`config.mk`:
```
export PLATFORM = sky130hd
export DESIGN_NAME = icache_rport_arbiter
export DESIGN_NICKNAME = d
export VERILOG_FILES = /design/src/rtl/icache_rport_arbiter.sv
export SDC_FILE = /design/constraint.sdc
export NUM_CORES = 1
export LEC_CHECK = 0
export BUFFER_PORTS_ARGS = -buffer_cell sky130_fd_sc_hd__buf_2
export CAP_MARGIN = 20
export CORE_AREA = 2 2 324 326
export CTS_BUF_LIST = sky130_fd_sc_hd__clkbuf_8
export DETAILED_ROUTE_END_ITERATION = 16
export DIE_AREA = 0 0 326 328
export PLACE_DENSITY = 0.3
export REMOVE_ABC_BUFFERS = 1
export SLEW_MARGIN = 5
export SYNTH_ARGS = -nofsm -noshare
export SYNTH_HDL_FRONTEND = slang
export SYNTH_SLANG_ARGS = --single-unit
```
`constraint.sdc`:
```
create_clock -name clk -period 4.4 [get_ports clk]
set_input_delay 1.1 -clock clk [delete_from_list [all_inputs] [get_ports clk]]
set_output_delay 1.1 -clock clk [all_outputs]
set_load 0.01 [all_outputs]
```
`src/rtl/icache_rport_arbiter.sv`:
```
// ============================================================================
// Module   : icache_rport_arbiter
// Purpose  : IFU / prefetcher arbitration of the two ICache read ports.
//            Optional prefetch path enabled by `ICACHE_PREFETCH_ARB_EN.
// Revision : 1.0
// ============================================================================
`default_nettype none

module icache_rport_arbiter #(
  parameter int ADDR_WIDTH       = 32,
  parameter int ICACHELINE_WIDTH = 128,
  parameter int STARVE_LIMIT     = 4
) (
  input  logic                          clk,
  input  logic                          rst,
  input  logic                          backend_flush_i,
  input  logic [1:0]                    ifu_rreq_i,
  input  logic [1:0]                    ifu_uncached_i,
  input  logic [2*ADDR_WIDTH-1:0]       ifu_raddr_i,
  output logic [1:0]                    ifu_rreq_ack_o,
  output logic [1:0]                    ifu_rvalid_o,
  output logic [2*ICACHELINE_WIDTH-1:0] ifu_rdata_o,
  input  logic                          pf_rreq_i,
  input  logic [ADDR_WIDTH-1:0]         pf_raddr_i,
  output logic                          pf_rreq_ack_o,
  output logic                          pf_rvalid_o,
  output logic [ICACHELINE_WIDTH-1:0]   pf_rdata_o,
  output logic [1:0]                    icache_rreq_o,
  output logic [1:0]                    icache_rreq_uncached_o,
  output logic [2*ADDR_WIDTH-1:0]       icache_raddr_o,
  input  logic [1:0]                    icache_rreq_ack_i,
  input  logic [1:0]                    icache_rvalid_i,
  input  logic [2*ICACHELINE_WIDTH-1:0] icache_rdata_i,
  output logic                          busy_o
);

  localparam logic [1:0] c_IDLE = 2'd0;
  localparam logic [1:0] c_REQ  = 2'd1;
  localparam logic [1:0] c_WAIT = 2'd2;

  logic [1:0]              state_q, state_d;
  logic                    owner_q, owner_d;
  logic [1:0]              mask_q, mask_d;
  logic [1:0]              ack_q, ack_d;
  logic [1:0]              val_q, val_d;
  logic [1:0]              unc_q, unc_d;
  logic [2*ADDR_WIDTH-1:0] addr_q, addr_d;

  logic                    w_pf_win;
  logic                    w_ifu_win;
  logic                    w_grant;
  logic                    w_active;
  logic                    w_owner;
  logic [1:0]              w_mask;
  logic [1:0]              w_unc;
  logic [1:0]              w_ack_prev;
  logic [1:0]              w_val_prev;
  logic [2*ADDR_WIDTH-1:0] w_addr;
  logic                    w_ack_all;
  logic                    w_val_all;
  logic                    w_abandon;
  logic                    w_to_ifu;
  logic                    w_to_pf;

`ifdef ICACHE_PREFETCH_ARB_EN
  localparam int              c_SW         = $clog2(STARVE_LIMIT + 1);
  localparam logic [c_SW-1:0] c_STARVE_MAX = c_SW'(STARVE_LIMIT);

  logic [c_SW-1:0] starve_q, starve_d;

  assign w_pf_win = pf_rreq_i && ((starve_q == c_STARVE_MAX) || !ifu_rreq_i[0]);

  always_comb begin
    starve_d = starve_q;
    if (backend_flush_i) begin
      starve_d = '0;
    end else if (w_grant) begin
      if (w_pf_win || !pf_rreq_i) begin
        starve_d = '0;
      end else if (starve_q != c_STARVE_MAX) begin
        starve_d = starve_q + c_SW'(1);
      end
    end
  end

  always_ff @(posedge clk or negedge rst) begin
    if (!rst) begin
      starve_q <= '0;
    end else begin
      starve_q <= starve_d;
    end
  end
`else
  logic w_unused_pf;
  assign w_unused_pf = pf_rreq_i ^ (STARVE_LIMIT != 0);
  assign w_pf_win    = 1'b0;
`endif

  assign w_ifu_win = ifu_rreq_i[0] && !w_pf_win;
  assign w_grant   = rst && (state_q == c_IDLE) && (w_ifu_win || w_pf_win);
  assign w_active  = rst && ((state_q != c_IDLE) || w_grant);

  // In the grant cycle the transaction is seen through the live request;
  // afterwards through the latched copy.
  always_comb begin
    w_owner    = owner_q;
    w_mask     = mask_q;
    w_unc      = unc_q;
    w_addr     = addr_q;
    w_ack_prev = ack_q;
    w_val_prev = val_q;
    if (state_q == c_IDLE) begin
      w_owner    = w_pf_win;
      w_mask     = w_pf_win ? 2'b01 : {ifu_rreq_i[1], 1'b1};
      w_unc      = w_pf_win ? 2'b00 : (ifu_uncached_i & w_mask);
      w_addr     = w_pf_win ? {{ADDR_WIDTH{1'b0}}, pf_raddr_i} : ifu_raddr_i;
      w_ack_prev = 2'b00;
      w_val_prev = 2'b00;
    end
  end

  assign w_ack_all = (((w_ack_prev | icache_rreq_ack_i) & w_mask) == w_mask);
  assign w_val_all = (((w_val_prev | icache_rvalid_i) & w_mask) == w_mask);
  assign w_abandon = backend_flush_i && (state_q == c_REQ) && owner_q &&
                     (ack_q == 2'b00) && ((icache_rreq_ack_i & mask_q) == 2'b00);

  always_ff @(posedge clk or negedge rst) begin
    if (!rst) begin
      state_q <= c_IDLE;
      owner_q <= 1'b0;
      mask_q  <= 2'b00;
      ack_q   <= 2'b00;
      val_q   <= 2'b00;
      unc_q   <= 2'b00;
      addr_q  <= '0;
    end else begin
      state_q <= state_d;
      owner_q <= owner_d;
      mask_q  <= mask_d;
      ack_q   <= ack_d;
      val_q   <= val_d;
      unc_q   <= unc_d;
      addr_q  <= addr_d;
    end
  end

  always_comb begin
    state_d = state_q;
    owner_d = owner_q;
    mask_d  = mask_q;
    unc_d   = unc_q;
    addr_d  = addr_q;
    ack_d   = (ack_q | icache_rreq_ack_i) & w_mask;
    val_d   = (val_q | icache_rvalid_i) & w_mask;
    case (state_q)
      c_IDLE: begin
        ack_d = icache_rreq_ack_i & w_mask;
        val_d = icache_rvalid_i & w_mask;
        if (w_grant) begin
          owner_d = w_owner;
          mask_d  = w_mask;
          unc_d   = w_unc;
          addr_d  = w_addr;
          state_d = !w_ack_all ? c_REQ : (w_val_all ? c_IDLE : c_WAIT);
        end
      end
      c_REQ: begin
        if (w_abandon) begin
          state_d = c_IDLE;
        end else if (w_ack_all) begin
          state_d = w_val_all ? c_IDLE : c_WAIT;
        end
      end
      c_WAIT: begin
        if (w_val_all) begin
          state_d = c_IDLE;
        end
      end
      default: state_d = c_IDLE;
    endcase
    if (state_d == c_IDLE) begin
      ack_d = 2'b00;
      val_d = 2'b00;
    end
  end

  assign w_to_ifu = w_active && !w_owner;
  assign w_to_pf  = w_active && w_owner;

  always_comb begin
    icache_rreq_o          = (w_active && !w_abandon) ? (w_mask & ~w_ack_prev) : 2'b00;
    icache_rreq_uncached_o = w_active ? w_unc : 2'b00;
    icache_raddr_o         = w_active ? w_addr : '0;
    ifu_rreq_ack_o         = w_to_ifu ? icache_rreq_ack_i : 2'b00;
    ifu_rvalid_o           = w_to_ifu ? icache_rvalid_i : 2'b00;
    ifu_rdata_o            = w_to_ifu ? icache_rdata_i : '0;
`ifdef ICACHE_PREFETCH_ARB_EN
    pf_rreq_ack_o          = w_to_pf && icache_rreq_ack_i[0];
    pf_rvalid_o            = w_to_pf && icache_rvalid_i[0];
    pf_rdata_o             = w_to_pf ? icache_rdata_i[ICACHELINE_WIDTH-1:0] : '0;
`else
    pf_rreq_ack_o          = 1'b0;
    pf_rvalid_o            = 1'b0;
    pf_rdata_o             = '0;
`endif
    busy_o                 = (state_q != c_IDLE);
  end

  logic w_unused_to_pf;
  assign w_unused_to_pf = w_to_pf;

endmodule

`default_nettype wire

```
; Word-level counts from Yosys, hierarchy flattened
; Cells that the tools add are included.
[op_classes]
reduce_logical = 18
div_mod_pow = 0
eq_ne = 4
mux = 23
shifts = 0
n_lt_le_gt_ge = 0
bitwise_logic = 14
add_sub_neg = 0
multipliers = 0
[op_table]
columns = operator, n
row1 = 256-bit two-way mux, 1
row2 = 64-bit two-way mux, 2
row3 = 2-bit two-way mux, 18
row4 = 2-bit AND, 9
row5 = 1-bit logical AND, 9
row6 = 2-bit zero test, 4
row7 = 2-bit OR, 4
row8 = 2-bit one-hot mux with 3 select lines, 1
row9 = 2-bit == test, 2
row10 = "2-bit by 1-bit == test with 1-bit output, second input constant", 1
row11 = "2-bit == test, second input constant", 1
row12 = 1-bit zero test, 2
row13 = 2-bit NOT, 1
row14 = 2-bit AND reduction, 1
row15 = 2-bit nonzero test, 1
row16 = 1-bit logical OR, 1
row17 = 1-bit two-way mux, 1
[word_totals]
ramBits = 0
latchBits = 0
out_inout_bits = 459
regBits = 75
in_bits = 364
romBits = 0
n_memories = 0
wordCells = 66

; Longest topological paths before layout
[depth]
depth_word = 11
ltp_mapped = 7

; Worst setup path before layout
; OpenSTA, ideal clock, no wires.
[synth_path]
kind = input-to-output
startpoint = input port ifu_rreq_i[0]
endpoint = output port icache_raddr_o[43]
cell_stages = 4
setup_slack_ns = 1.383
n_path_buf = 2
arrival_time_ns = 1.917
path_cell_list = o21ai_2 -> buf_2 -> buf_1 -> a21oi_1
[synth_between]
elab_chain_cells = 4
[synth_lines]
columns = item, line_no
row1 = start: declaration, 17  ; input logic [1:0] ifu_rreq_i,
row2 = 1-bit logical AND, 100  ; assign w_grant = rst && (state_q == c_IDLE) && (w_ifu_win || w_pf_win);
row3 = 1-bit logical OR, 101  ; assign w_active = rst && ((state_q != c_IDLE) || w_grant);
row4 = 1-bit logical AND, 101
row5 = 64-bit two-way mux, 193  ; icache_raddr_o = w_active ? w_addr : '0;
row6 = end: declaration, 30  ; output logic [2*ADDR_WIDTH-1:0] icache_raddr_o,
; No other way between the ends.

; Worst setup path after layout
[layout_path]
startpoint = register state_q[1]
endpoint = output port ifu_rdata_o[165]
[layout_between]
elab_chain_cells = 7
elab_cells_between_ends = 10
cone_classes = 2 x mux / 8 x reduce/logical
[layout_lines]
columns = item, line_no
row1 = start: declaration, 41  ; logic [1:0] state_q, state_d;
row2 = start signal: assignment, 129  ; state_q <= c_IDLE;
row3 = start signal: assignment, 137  ; state_q <= state_d;
row4 = 2-bit zero test, "100, 112"
row5 = 1-bit logical AND (2 in a row), 100
row6 = 1-bit logical OR, 101
row7 = 1-bit logical AND, 101
row8 = 1-bit logical AND (*), 187  ; assign w_to_ifu = w_active && !w_owner;
row9 = 256-bit two-way mux (*), 196  ; ifu_rdata_o = w_to_ifu ? icache_rdata_i : '0;
row10 = end: declaration, 22  ; output logic [2*ICACHELINE_WIDTH-1:0] ifu_rdata_o,
; Mark *: on every way between the ends. The rest lies on a longest branch, timed or not.

==> out/metrics.csv <==
stage,metric,value,unit
power,power_density,445,nW/µm²
place,port-buffer-count,659,
finish,seqCellArea,1880,µm²
drt,vias_per_cell,2.78,
worst_setup_path,cp_cell_sequence,nor2_4 > inv_2 > o21ai_4 > a21oi_4 > buf_12 > buf_12 > and2_1 > buf_2,
sta,worst_pin_slew,1.00,ns
sta,rsz0062_at_grt,false,
job,drv_cap,0,
cts,cts_setup_buffers,0,
power,ir_drop,0.289,mV
sta,finClkSkew,0.0241,ns
floorplanning,die_width,326,µm
cts,cts_root_buf,clkbuf_8,
sta,tns,0,ns
worst_setup_path,r2r_slack,1.42,ns
yosys,syn_area,6640,µm²
yosys,syn_avg_cell_area,7.90,µm²
sta,slew-limit-headroom,33.2,%
floorplanning,initial_core_util,6.43,%
sta,finalCriticalPeriod,3.74,ns
sta,max_freq,267,MHz
drt,drt-total-wl,65500,µm
sta,fin_crit_sh,85.1,%
cts,clk_path_buf_depth,2,
worst_setup_path,critical-path-max-stage-delay,0.54,ns
grt,grt_pass1_vias,7319,
drt,ant_nets,0,
floorplanning,fp.dieH,328,µm
worst_setup_path,cp-start-kind,flip-flop,
cts,cts.repair.resized,0,
min_path,hold_depth,1,
place,place.gp.congestion,0.850,
worst_setup_path,crit_required,3.30,ns
power,power,5.05,mW
sta,drv_slew,0,
drt,wl_per_cell,22.9,µm
finish,layout-drive-gt1-share,51.9,%
cts,cts_buffers,9,
worst_setup_path,cpMostUsedCell,buf_12,
drt,drt_iter0_markers,312,
worst_setup_path,cp.arrival,2.64,ns
grt,grt_pass1_wl,81200,µm
yosys,syn_inst,840,
cts,insertion_delay,0.42,ns
floorplanning,io_pins,823,
yosys,ys_ff_latch,75,
floorplanning,coreArea,103000,µm²
status,status,"finished, final reports clean",
drt,drc,0,
yosys,ys.warnings.count,0,
worst_setup_path,cp_slowest_cell,dfrtp_1,
grt,grt_max_degree,74,
finish,fill_cells,12100,
drt,first_pass_iters,4,
power,p_leak,5.94,nW
sta,timing.final.hold_violations,0,
drt,vias,7968,
yosys,ys_seq_area_share,28.3,%
worst_setup_path,worstSetupPathType,flip-flop to primary output,
grt,grt-ovfl-total,0,
floorplanning,die-area,107000,µm²
worst_setup_path,crit_fanout,65,
cts,ctsHoldBuffers,0,
floorplanning,num_rows,118,
place,hpwl,57400,µm
cts,h-tree-depth,3,
finish,areaGrowthSynthToFinish,71.1,%
sta,setup_viol,0,
worst_setup_path,worstRegToRegCells,5,
worst_setup_path,end_kind,primary output,
cts,tritoncts,yes,
yosys,synth.distinct_cells,36,
cts,cts_sinks,75,
cts,path_clk_slew,0.11,ns
grt,antenna_found_initial,85,
grt,grt_usage,11.6,%
finish,multi_input_area,4000,µm²
min_path,hold_class,flip-flop to flip-flop,
finish,fin_nets,1830,
[sequential cells by signal, summed over array words and instances (netlist names)]
register  count
state_q       2
mask_q        2
addr_q       64
unc_q         2
val_q         2
ack_q         2
owner_q       1
[synthesized netlist by cell type]
cell type / instances / share of area (%)
a211oi_1: 2 / 0.23
a21o_1: 1 / 0.11
a21oi_1: 72 / 5.4
a21oi_2: 1 / 0.13
a22oi_1: 1 / 0.11
a2bb2oi_1: 2 / 0.26
a31o_2: 1 / 0.13
a31oi_1: 2 / 0.19
a32oi_2: 1 / 0.25
and2_1: 261 / 25
and3_1: 1 / 0.094
buf_1: 8 / 0.45
buf_2: 9 / 0.68
buf_4: 132 / 15
buf_6: 2 / 0.34
clkbuf_1: 17 / 0.96
clkbuf_2: 20 / 1.5
conb_1: 1 / 0.057
dfrtp_1: 75 / 28
inv_1: 3 / 0.17
inv_2: 1 / 0.057
mux2_2: 66 / 11
nand2_1: 131 / 7.4
nand2b_1: 1 / 0.094
nand3_1: 2 / 0.15
nand4_1: 1 / 0.094
nor2_1: 8 / 0.45
nor2_2: 1 / 0.094
nor2b_1: 2 / 0.19
nor3_1: 3 / 0.23
o211ai_1: 1 / 0.11
o21ai_0: 6 / 0.45
o21ai_2: 1 / 0.13
o22a_1: 1 / 0.13
o22ai_1: 2 / 0.19
or2_2: 1 / 0.094
[path summary, 6_finish.rpt]
path,from,endpoint
max in group asynchronous,rst,owner_q
worst max-delay path,state_q[1],ifu_rdata_o[165]
min in group asynchronous,rst,addr_q[63]
worst min-delay path,addr_q[42],addr_q[42]
worst min register to register,addr_q[42],addr_q[42]
worst max register to register,state_q[1],addr_q[49]
[power by group]
part / internal [mW] / leakage (nW) / switching [mW]
clock network: 0.279 / 0.107 / 0.374
registers: 1.02 / 0.891 / 0.182
logic: 1.21 / 4.94 / 1.98
[routing by layer]
| layer | track usage (%) | share of wire, % |
|---|---|---|
| met1 | 12.2 | 36 |
| met3 | 5.52 | 11 |
| met2 | 20.5 | 50 |
| met4 | 3.86 | 3.2 |
| met5 | 0 | 0.45 |
[cell type report]
| type | instances | share of cell area [%] |
|---|---|---|
| diodes | 12 | 0.264 |
| clock buffers | 9 | 1.09 |
| clock inverters | 7 | 0.804 |
| inverters | 4 | 0.132 |
| multi-input cells | 702 | 35.2 |
| flip-flops and latches | 75 | 16.5 |
| well taps | 1380 | 15.2 |
| repair buffers | 674 | 30.7 |
[metrics by stage]
step	hold slack (ns)	worst slack, ns	utilization, %	cell area, µm²	std cells
finish	0.512	0.658	11.0	11400	2863
global route	0.524	0.432	11.0	11300	2854
CTS	0.518	0.469	11.0	11300	2851
detailed placement	0.495	0.560	10.8	11100	2835
global placement	0.492	0.565	10.8	11100	2835
floorplan	0.481	-3.32	-	5870	781
[worst max-delay path, delay by kind of cell (launching register included)]
kind	cells	cell delay, ns
buffers and inverters	4	0.93
DFF	1	0.54
AOI/OAI and AO/OA	2	0.38
and+or+nand+nor	2	0.29
[cells in the final DEF, fill, tap and decap left out, types with 2 or more instances in the layout]
cell       instances
diode_2           12
conb_1           130
inv_8              4
nand2_1          131
inv_1              3
nor3_1             3
nor2_1             8
a31oi_1            2
buf_2            658
nand3_1            2
nor2b_1            2
a21oi_1           72
mux2_2            66
a2bb2oi_1          2
buf_4             10
o22ai_1            2
a211oi_1           2
dfrtp_1           75
and2_1           261
buf_12             6
o21ai_0            6
clkbuf_8           9
[kinds of logic after synthesis]
family	synth area share [%]
mux	11.2
buf+inv	19.1
other cells	0.0565
simple gates	33.5
flops	28.3
compound gates	7.86
Power figures use the tool's default switching activity.
